`src/rtl/ma_stage.sv`:
```
// ma_stage: RV32I memory-access stage with req/ack data bus, byte steering, load extension and WB/WB2 forwarding registers
module ma_stage #(
  parameter int TIMEOUT_CYC = 255
) (
  input  logic        clk,
  input  logic        rst,
  input  logic        cmd_ld_ma,
  input  logic        cmd_st_ma,
  input  logic [4:0]  rd_adr_ma,
  input  logic        wbk_rd_reg_ma,
  input  logic [31:0] rd_data_ma,
  input  logic [31:0] st_data_ma,
  input  logic [2:0]  ldst_code_ma,
  input  logic        stall,
  input  logic        rst_pipe,
  output logic        dmem_req,
  output logic        dmem_we,
  output logic [29:0] dmem_adr,
  output logic [3:0]  dmem_be,
  output logic [31:0] dmem_wdata,
  input  logic        dmem_ack,
  input  logic [31:0] dmem_rdata,
  output logic        stall_ma,
  output logic        ma_misalign,
  output logic        ma_bus_err,
  output logic [4:0]  rd_adr_wb,
  output logic        wbk_rd_reg_wb,
  output logic [31:0] wbk_data_wb,
  output logic [4:0]  rd_adr_wb2,
  output logic        wbk_rd_reg_wb2,
  output logic [31:0] wbk_data_wb2
);
  localparam logic [1:0] S_IDLE = 2'd0;
  localparam logic [1:0] S_WAIT = 2'd1;
  localparam logic [1:0] S_HOLD = 2'd2;

  // Everything about the op in MA that must stay stable while the bus is busy
  typedef struct packed {
    logic        ld;
    logic        st;
    logic [4:0]  rd;
    logic        wen;
    logic [31:0] adr;
    logic [2:0]  code;
    logic [31:0] wdata;
    logic [3:0]  be;
  } ma_t;

  logic [1:0]  state_q, state_d;
  logic [7:0]  cnt_q, cnt_d;
  logic        flush_q, flush_d;
  ma_t         req_q, req_d;
  logic [31:0] hold_data_q, hold_data_d;
  logic        hold_wen_q, hold_wen_d;
  logic [4:0]  rd_adr_wb_q, rd_adr_wb_d, rd_adr_wb2_q, rd_adr_wb2_d;
  logic        wen_wb_q, wen_wb_d, wen_wb2_q, wen_wb2_d;
  logic [31:0] data_wb_q, data_wb_d, data_wb2_q, data_wb2_d;

  logic        mem_op, misal, in_idle, in_wait, in_hold;
  logic        issue, tmo, done, flush_x, discard, wb_load;
  logic [31:0] sh, ld_val, res_data, wb_data;
  logic        res_wen, wb_wen;
  ma_t         live, cur;

  assign mem_op  = cmd_ld_ma | cmd_st_ma;
  assign misal   = mem_op & ((ldst_code_ma[1:0] == 2'b01 & rd_data_ma[0]) |
                             (ldst_code_ma[1:0] == 2'b10 & rd_data_ma[1:0] != 2'b00));
  assign in_idle = state_q == S_IDLE;
  assign in_wait = state_q == S_WAIT;
  assign in_hold = state_q == S_HOLD;

  // Decode the op currently presented by EX into bus-ready form
  always_comb begin
    live       = '0;
    live.ld    = cmd_ld_ma;
    live.st    = cmd_st_ma;
    live.rd    = rd_adr_ma;
    live.wen   = wbk_rd_reg_ma & ~cmd_st_ma & ~misal;
    live.adr   = rd_data_ma;
    live.code  = ldst_code_ma;
    live.be    = ~cmd_st_ma ? 4'hf :
                 ldst_code_ma[1:0] == 2'b00 ? 4'b0001 << rd_data_ma[1:0] :
                 ldst_code_ma[1:0] == 2'b01 ? (rd_data_ma[1] ? 4'b1100 : 4'b0011) : 4'hf;
    live.wdata = ldst_code_ma[1:0] == 2'b00 ? {4{st_data_ma[7:0]}} :
                 ldst_code_ma[1:0] == 2'b01 ? {2{st_data_ma[15:0]}} : st_data_ma;
  end

  // Issue/complete decisions, load extraction and the value headed for WB
  always_comb begin
    cur      = in_idle ? live : req_q;
    sh       = dmem_rdata >> {cur.adr[1:0], 3'b000};
    ld_val   = cur.code == 3'b000 ? {{24{sh[7]}}, sh[7:0]} :
               cur.code == 3'b001 ? {{16{sh[15]}}, sh[15:0]} :
               cur.code == 3'b100 ? {24'h0, sh[7:0]} :
               cur.code == 3'b101 ? {16'h0, sh[15:0]} : sh;
    issue    = in_idle & mem_op & ~misal & ~rst_pipe;
    tmo      = in_wait & ~dmem_ack & (cnt_q == 8'(TIMEOUT_CYC));
    done     = (issue | in_wait) & (dmem_ack | tmo);
    flush_x  = flush_q | rst_pipe;
    res_data = tmo ? 32'h0 : cur.ld ? ld_val : cur.adr;
    res_wen  = cur.wen & ~tmo;
    stall_ma = (issue | in_wait) & ~done;
    discard  = in_wait & flush_x;
    wb_load  = ~stall & ~stall_ma & ~rst_pipe & ~discard;
    wb_data  = in_hold ? hold_data_q : res_data;
    wb_wen   = in_hold ? hold_wen_q : res_wen;
  end

  // Access FSM: IDLE issues, WAIT holds the bus until ack/timeout, HOLD parks a finished result under stall
  always_comb begin
    state_d     = state_q;
    cnt_d       = cnt_q;
    flush_d     = flush_q;
    req_d       = req_q;
    hold_data_d = hold_data_q;
    hold_wen_d  = hold_wen_q;
    if (in_idle & issue & ~dmem_ack) begin
      state_d = S_WAIT;
      cnt_d   = 8'd1;
      req_d   = live;
    end else if (in_idle & issue & stall) begin
      state_d     = S_HOLD;
      req_d       = live;
      hold_data_d = res_data;
      hold_wen_d  = res_wen;
    end else if (in_wait & done) begin
      state_d     = (stall & ~flush_x) ? S_HOLD : S_IDLE;
      cnt_d       = 8'd0;
      flush_d     = 1'b0;
      hold_data_d = res_data;
      hold_wen_d  = res_wen;
    end else if (in_wait) begin
      cnt_d   = cnt_q + 8'd1;
      flush_d = flush_x;
    end else if (in_hold & (rst_pipe | ~stall)) begin
      state_d = S_IDLE;
    end
  end

  // Forwarding registers: flush clears both, an advance shifts WB into WB2
  always_comb begin
    rd_adr_wb_d  = rst_pipe ? 5'd0  : wb_load ? cur.rd       : rd_adr_wb_q;
    wen_wb_d     = rst_pipe ? 1'b0  : wb_load ? wb_wen       : wen_wb_q;
    data_wb_d    = rst_pipe ? 32'h0 : wb_load ? wb_data      : data_wb_q;
    rd_adr_wb2_d = rst_pipe ? 5'd0  : wb_load ? rd_adr_wb_q  : rd_adr_wb2_q;
    wen_wb2_d    = rst_pipe ? 1'b0  : wb_load ? wen_wb_q     : wen_wb2_q;
    data_wb2_d   = rst_pipe ? 32'h0 : wb_load ? data_wb_q    : data_wb2_q;
  end

  // State and pipeline registers
  always_ff @(posedge clk or posedge rst) begin
    if (rst) begin
      state_q      <= S_IDLE;
      cnt_q        <= 8'd0;
      flush_q      <= 1'b0;
      req_q        <= '0;
      hold_data_q  <= 32'h0;
      hold_wen_q   <= 1'b0;
      rd_adr_wb_q  <= 5'd0;
      wen_wb_q     <= 1'b0;
      data_wb_q    <= 32'h0;
      rd_adr_wb2_q <= 5'd0;
      wen_wb2_q    <= 1'b0;
      data_wb2_q   <= 32'h0;
    end else begin
      state_q      <= state_d;
      cnt_q        <= cnt_d;
      flush_q      <= flush_d;
      req_q        <= req_d;
      hold_data_q  <= hold_data_d;
      hold_wen_q   <= hold_wen_d;
      rd_adr_wb_q  <= rd_adr_wb_d;
      wen_wb_q     <= wen_wb_d;
      data_wb_q    <= data_wb_d;
      rd_adr_wb2_q <= rd_adr_wb2_d;
      wen_wb2_q    <= wen_wb2_d;
      data_wb2_q   <= data_wb2_d;
    end
  end

  assign dmem_req       = ~rst & (issue | in_wait);
  assign dmem_we        = dmem_req & cur.st;
  assign dmem_adr       = dmem_req ? cur.adr[31:2] : 30'h0;
  assign dmem_be        = dmem_req ? cur.be : 4'h0;
  assign dmem_wdata     = dmem_req ? cur.wdata : 32'h0;
  assign ma_misalign    = in_idle & misal & ~stall & ~rst_pipe;
  assign ma_bus_err     = tmo & ~flush_x;
  assign rd_adr_wb      = rd_adr_wb_q;
  assign wbk_rd_reg_wb  = wen_wb_q;
  assign wbk_data_wb    = data_wb_q;
  assign rd_adr_wb2     = rd_adr_wb2_q;
  assign wbk_rd_reg_wb2 = wen_wb2_q;
  assign wbk_data_wb2   = data_wb2_q;
endmodule
```
`config.mk`:
```
export PLATFORM = sky130hd
export DESIGN_NAME = ma_stage
export DESIGN_NICKNAME = d
export VERILOG_FILES = /design/src/rtl/ma_stage.sv
export SDC_FILE = /design/constraint.sdc
export NUM_CORES = 1
export LEC_CHECK = 0
export CAP_MARGIN = 40
export CELL_PAD_IN_SITES_DETAIL_PLACEMENT = 1
export CELL_PAD_IN_SITES_GLOBAL_PLACEMENT = 1
export CORE_UTILIZATION = 34
export DETAILED_ROUTE_END_ITERATION = 7
export PLACE_DENSITY_LB_ADDON = 0.3
export SYNTH_ARGS = -nofsm -noshare
export SYNTH_HDL_FRONTEND = slang
export SYNTH_SLANG_ARGS = --single-unit
```
`constraint.sdc`:
```
create_clock -name clk -period 6.5 [get_ports clk]
set_input_delay 0.65 -clock clk [delete_from_list [all_inputs] [get_ports clk]]
set_output_delay 0.65 -clock clk [all_outputs]
set_load 0.005 [all_outputs]
```
==> summary.md <==
| Metric | Value |
|---|---|
| First-pass GRT wire length | `59,200 um` |
| Final Hold Slack | `approximately 0.49 ns` |
| DRC violations left | `0` |
| Initial Util | `34.6%` |
| Sequential share of power | `41.6%` |
| Ys Warns | `0` |
| Net count after synthesis | `around 1,200` |
| Clock root buffer | `sky130_fd_sc_hd__clkbuf_16` |
| Peak supply drop | `between 0.15 and 0.2 mV` |
| WP data required | `5.85 ns` |
| Area of the core region | `around 31,000 sq um` |
| Cell internal power dissipation | `2760 uW` |
| Clock insertion delay at the later pin of the skew report | `roughly 0.44 ns` |
| Async SR Flop Fraction | `100%` |
| Die Height | `between 150 and 200 um` |
| Critical-path maximum fanout | `36` |
| Sink count of the clock tree | `around 200` |
| Post-detailed-placement half-perimeter wirelength | `27,900 um` |
| Pin count of the biggest net entering global routing | `69` |
| Horiz. Die Dim | `179 um` |
| Instance count on the critical path | `9` |
| Synthesized area divided by synthesized cell count | `9.48 sq um` |
| Aggregate negative setup slack | `0 ns` |
| Share of post-route cells with drive strength above 1 | `11.3%` |
| H-tree lvl count | `4` |
| Total count of hold-check failures in the final report | `0` |
| Iteration-0 DRC Markers | `556` |
| Clock-pin slew on the worst setup and hold paths | `0.08 ns` |
| Count of flip-flops with a built-in enable after synthesis | `0` |
| Routed wire per std cell | `~22 um` |
| Arrival time of the worst setup path | `4.16 ns` |
| Number of setup violations in the final report | `0` |
| WL final | `38,200 um` |
| Slowest library cell on the worst path | `sky130_fd_sc_hd__nand2b_2` |
| Nets@finish | `1,447` |
| Depth of the most critical reg-to-reg path | `8` |
| Actual transition at the worst max-transition pin | `0.866 ns` |
| Fraction of the core area covered by cells at the end of the flow | `46.3%` |
| Total of max-cap violations | `0` |
| RePlAce Congestion | `0.901` |
| Mapped cell area | `10,600 sq um` |
| Primary flip-flop cell chosen by synthesis mapping | `sky130_fd_sc_hd__dfrtp_1` |
| Number of inserted filler cells in the final layout | `3,474` |
| CTS tree | `yes` |
| Max frequency | `0.208 GHz` |
| Via count normalized by instance count | `5.54` |
| Element type at the critical path end | `primary output` |
| Family with the most delay on the worst path | `buffers and inverters` |
| Synthesized netlist cell count | `1,119` |
| Number of post-CTS setup repair buffers | `0` |
| Area of the die | `31,900 sq um` |
| Congestion Overflow GR | `0` |
| Maximum clock skew at final layout | `0.0190 ns` |
| RSZ-0062 raised after global routing | `false` |
| Overall fraction of global-route tracks in use | `24.3%` |
| Class of the tightest hold or removal check | `register to register` |
| Total power divided by cell area | `304 nW/um^2` |
| Final worst path period need | `between 4 and 5 ns` |
| Cell Rows | `64` |
| Final worst-path cycle share | `74.0%` |
| Worst Setup Path Type | `input pin to primary output` |
| Max stage delay on crit path | `approximately 0.57 ns` |
| Relative contribution of the clock network to total power | `25.9%` |
| Chain of cells forming the critical path | `clkdlybuf4s50_1, buf_4, xor2_1, a22o_1, o41a_1, nand2b_2, buf_4, a211oi_1, clkdlybuf4s50_1` |
| Antenna diode count | `0` |
| Total iterations of the first detailed-routing run | `5` |
| Slew HR | `42.3%` |
| Clock buffer depth | `2` |
| Register area share after synthesis | `46.9%` |
| Routed vias | `9,661` |
| Switching Share | `35.9%` |
| Final-report max-slew violation count | `0` |
| Synth Register Bits | `199` |
| Antenna violations before repair | `1` |
| Number of global-route vias before repair | `~9,900` |
| Leakage power | `0.00590 uW` |
| Area growth from synthesis to layout | `33.7%` |
| CP Buf/Inv Count | `4` |
| Clock buffers created by TritonCTS | `17` |
| Status | `finished clean` |
| Comb power frac | `32.5%` |
| Final antenna-violating net count | `0` |
| Input/output buffers | `258` |
| Number of different library cells in the post-synthesis netlist | `62` |
| Number of ports placed on the die boundary | `259` |
| Hold buffer count at CTS | `0` |
| Startpoint type of the worst setup path | `input pin` |
| Power dissipated by switching net loads | `1550 uW` |
| Number of cells upsized or downsized after cts | `0` |
| Instance count along the most critical hold path | `2` |
-- cell families (layout without fill, tap and decap cells) --
| group | count (synthesis) | after routing | share of synthesized area, % |
|---|---|---|---|
| AO/OA/AOI/OAI | 315 | 315 | 19.4 |
| XOR/XNOR | 3 | 3 | 0.248 |
| adder cells (fa/ha/maj) | 1 | 1 | 0.118 |
| buffers and inverters | 95 | 323 | 4.32 |
| flip-flops | 199 | 199 | 46.9 |
| multiplexers | 132 | 132 | 13.3 |
| AND/OR/NAND/NOR | 374 | 374 | 15.7 |
-- final timing paths --
kind	startpoint	to	slack, ns
max	ldst_code_ma[1]	dmem_wdata[21]	1.69
min	req_q[3]	req_q[3]	0.49
max reg2reg	state_q[0]	wbk_data_wb[24]	2.43
min reg2reg	req_q[3]	req_q[3]	0.49
max in group asynchronous	rst	rd_adr_wb2[0]	4.78
min in group asynchronous	rst	wbk_data_wb2[8]	0.63
-- cells in the mapped netlist, types with 21 or more instances --
cell | count | area (sq um)
sky130_fd_sc_hd__a21oi_1 | 98 | 490
sky130_fd_sc_hd__buf_2 | 24 | 120
sky130_fd_sc_hd__nand2_1 | 200 | 751
sky130_fd_sc_hd__nor2_1 | 75 | 282
sky130_fd_sc_hd__mux2i_1 | 62 | 621
sky130_fd_sc_hd__a211oi_1 | 27 | 203
sky130_fd_sc_hd__dfrtp_1 | 199 | 4980
sky130_fd_sc_hd__clkbuf_1 | 43 | 161
sky130_fd_sc_hd__nor3_1 | 21 | 105
sky130_fd_sc_hd__mux2_2 | 69 | 777
sky130_fd_sc_hd__o21ai_0 | 77 | 385
sky130_fd_sc_hd__a221o_1 | 29 | 290
-- routing by layer --
layer	global-route usage (%)	wire length, um	vias up
met5	0	11	-
met4	7.17	816	2
met3	4.79	2310	46
met2	39.1	17700	327
met1	33.1	17400	4857
li1	-	-	4429
-- state kept, by name (all words and copies together) (netlist names) --
name and count:
wbk_data_wb 32, wbk_rd_reg_wb2 1, flush_q 1, hold_data_q 32
wbk_data_wb2 32, wbk_rd_reg_wb 1, req_q 79, hold_wen_q 1
cnt_q 8, rd_adr_wb 5, rd_adr_wb2 5, state_q 2
-- layout by cell type, fill, tap and decap left out, types with 6 or more instances in the layout --
cell	instances
sky130_fd_sc_hd__a22o_1	19
sky130_fd_sc_hd__nand2_1	200
sky130_fd_sc_hd__mux2i_1	62
sky130_fd_sc_hd__nor3_1	21
sky130_fd_sc_hd__dfrtp_1	199
sky130_fd_sc_hd__nor2_1	74
sky130_fd_sc_hd__a21oi_1	98
sky130_fd_sc_hd__clkbuf_16	17
sky130_fd_sc_hd__a22oi_1	8
sky130_fd_sc_hd__o21ai_1	7
sky130_fd_sc_hd__clkinv_8	6
sky130_fd_sc_hd__a221o_1	29
sky130_fd_sc_hd__nor3b_1	8
sky130_fd_sc_hd__mux2_2	69
sky130_fd_sc_hd__clkdlybuf4s50_1	257
sky130_fd_sc_hd__and2_1	19
sky130_fd_sc_hd__a31oi_1	10
sky130_fd_sc_hd__a32oi_1	7
sky130_fd_sc_hd__buf_4	21
sky130_fd_sc_hd__a211oi_1	27
sky130_fd_sc_hd__o21ai_0	77
sky130_fd_sc_hd__nand3_1	17
sky130_fd_sc_hd__nand2b_1	6
-- per-stage QoR --
step	setup slack [ns]	std cells	total power (uW)	cell area [sq um]
3_5_place_dp	1.70	1711	3210	13600
5_1_grt	1.46	1743	4550	14200
4_1_cts	1.65	1743	4330	14200
6_report	1.69	1743	4310	14200
2_1_floorplan	0.293	1119	2590	10600
3_3_place_gp	1.80	1704	3130	13400
-- worst register-to-register path, stage by stage, from the launching register on --
cell and delay, ns:
sky130_fd_sc_hd__dfrtp_1 0.68, sky130_fd_sc_hd__or2_2 0.77, sky130_fd_sc_hd__buf_4 0.45, sky130_fd_sc_hd__mux2i_2 0.62
sky130_fd_sc_hd__buf_4 0.35, sky130_fd_sc_hd__a21oi_1 0.07, sky130_fd_sc_hd__o31a_2 0.27, sky130_fd_sc_hd__a211oi_1 0.55
sky130_fd_sc_hd__a221o_1 0.25
-- layout make-up --
cell class / instances / area, sq um / area share, %
timing repair buffer: 285 / 2870 / 20.2
clock buffer: 17 / 425 / 3.00
sequential: 199 / 4980 / 35.1
multi-input combinational: 825 / 5200 / 36.6
tap: 396 / 495 / 3.49
inverter: 6 / 30.0 / 0.212
clock inverter: 15 / 193 / 1.36
-- power by group through the flow --
stage / registers [uW] / logic [uW] / clock network [uW]
2_1_floorplan: 1730 / 853 / 0
3_3_place_gp: 1780 / 1350 / 0
3_5_place_dp: 1810 / 1400 / 0
4_1_cts: 1790 / 1410 / 1140
5_1_grt: 1830 / 1530 / 1190
6_report: 1790 / 1400 / 1120
Power figures use the tool's default switching activity.
==> RTL change (same settings) <==
Make the reset (`rst`) synchronous in one clocked block.
--- a/src/rtl/ma_stage.sv
+++ b/src/rtl/ma_stage.sv
@@ -148,7 +148,7 @@
   end
 
   // State and pipeline registers
-  always_ff @(posedge clk or posedge rst) begin
+  always_ff @(posedge clk) begin
     if (rst) begin
       state_q      <= S_IDLE;
       cnt_q        <= 8'd0;
Behaviour: differs if rst is asserted again (counterexample within 4 cycles, from zero or initial values and one cycle with rst high); with rst held inactive, the same outputs for 4 cycles.
==> RTL change against the unedited design <==
  * Setup slack barely moved
  * Hold slack worse by 0.043 ns
  * Count of clock-buffer cells in the layout did not move
  * Cell area shrank 5.1%
  * Die area shrank 5.2%
  * Area after synthesis is 5.3% lower
  * Cell count rose by 9.5%
  * Routed wire length shrank 4.1%
  * Via count grew 7.5%
  * Critical path depth down 1
  * Sequential cell count stayed put
  * Core utilization up 0.41 points
  * Critical path type unchanged
Power is not compared: it rests on default switching activity, and its combinational part moved more than twofold at a synthesized area within 25%.
==> RTL change: results (changes against the unedited design) <==
[cells_and_area]
top_register = req_q
antennaDiodeCount = 1  ; +1
inv_count = 5  ; -1
nonClockBufferCount = 280  ; -1.8%
buffer_area_share_pct = 20.7  ; +0.51 points
final_nets = 1623  ; +12%
drive_gt1_share_pct = 7.16  ; -4.1 points
design.seq.count = 199  ; unchanged
clkbuf_count = 17  ; unchanged
nMultiInputCombCells = 1007  ; +22%
clk_share_pct = 4.62  ; +0.26 points
syn2layout_area_growth_pct = 34.0
stdcell_count = 1908  ; +9.5%
layout.filler_cells = 3503  ; +0.83%
ff_latch_area_um2 = 3980  ; -20%
multi_input_area_um2 = 5570  ; +7.2%

[place]
place.gp.congestion = 0.849  ; -5.8%
hpwl_um = 26400  ; -5.4%
pre_cts_ws_ns = 1.68  ; -0.0203 ns
place_area_um2 = 12800  ; -5.4%

[pwr]
leakage_nw = 4.77
seq_power_mw = 1.31

[worst_setup_path]
r2r_slack_ns = 2.58  ; +0.15 ns
cp_max_fo = 48  ; +33%
reg2reg_to = hold_data_q[10]
cpLargestDelayFamily = buffers and inverters
cp.arrival_ns = 4.16  ; about the same
slowest_delay_ns = 0.82  ; +0.25 ns
timing.rr.start = state_q[0]
reg2reg_depth = 7  ; -1
critical-path-slowest-cell = clkdlybuf4s50_1

[grt]
grt_pass1_wl_um = 58000  ; -2.0%
grt_pass1_vias = 10400  ; +5.4%
grt_max_degree = 79  ; +14%
gr-usage-all-layers_pct = 24.1  ; -0.20 points
grt_antenna_before_repair = 2  ; +1

[detailed_routing]
viasPerCell = 5.44  ; -1.8%
drt_iter0_drc = 680  ; +22%
firstDrtPassIters = 5  ; unchanged
wl_per_cell_um = 19.2  ; -12%

[synthesis]
synth_cell_types = 61  ; -1.6%
synth_area_leaders = dfxtp_1, nand2_1, a21oi_1, mux2i_1, nor2_1
synth-seq-area-share_pct = 39.6  ; -7.3 points
netlist_instances = 1331  ; +19%
synth_fp_nets = 1444  ; +17%
synthArstFlopShare_pct = 0  ; -100 points
synthTopCellsByCount = nand2_1, dfxtp_1, a21oi_1, nor2_1, clkbuf_1

[status]
outcome = complete, no violations

[cts]
clock_latency_ns = 0.45
cts_root_buffer = clkbuf_16

[worst_hold_path]
min_to = hold_data_q[23]
min-delay-start = hold_data_q[23]
min_delay_path_depth = 2  ; unchanged

[sta]
max_slew_margin_pct = 43.6  ; +1.4 points
clock.fmax_mhz = 208  ; about the same
whs_ns = 0.449  ; -0.0426 ns
skew_ns = 0.0178  ; -0.00121 ns

-- RTL change: layer usage --
metal  global-route usage (%)  routed length [um]
met1                     31.8               16900
met2                     39.9               17100
met3                     4.83                2230
met4                     6.58                 521
met5                        0                  13
-- RTL change: how the worst max path moves through the flow --
stage          cells after the start       endpoint             from
6_report                           8  dmem_wdata[8]  ldst_code_ma[0]
3_3_place_gp                       8     dmem_be[2]  ldst_code_ma[0]
2_1_floorplan                      9   dmem_adr[22]    rd_data_ma[0]
3_5_place_dp                       8  dmem_wdata[8]  ldst_code_ma[0]
4_1_cts                            8  dmem_wdata[8]  ldst_code_ma[0]
5_1_grt                            8  dmem_wdata[8]  ldst_code_ma[0]
-- RTL change: cells by family after synthesis --
family / count (synthesis) / synth area share, %
compound gates: 374 / 23.8
xor+xnor: 6 / 0.523
fa+ha+maj: 1 / 0.124
buf+inv: 125 / 5.20
flops: 199 / 39.6
mux: 69 / 7.11
simple gates: 557 / 23.6
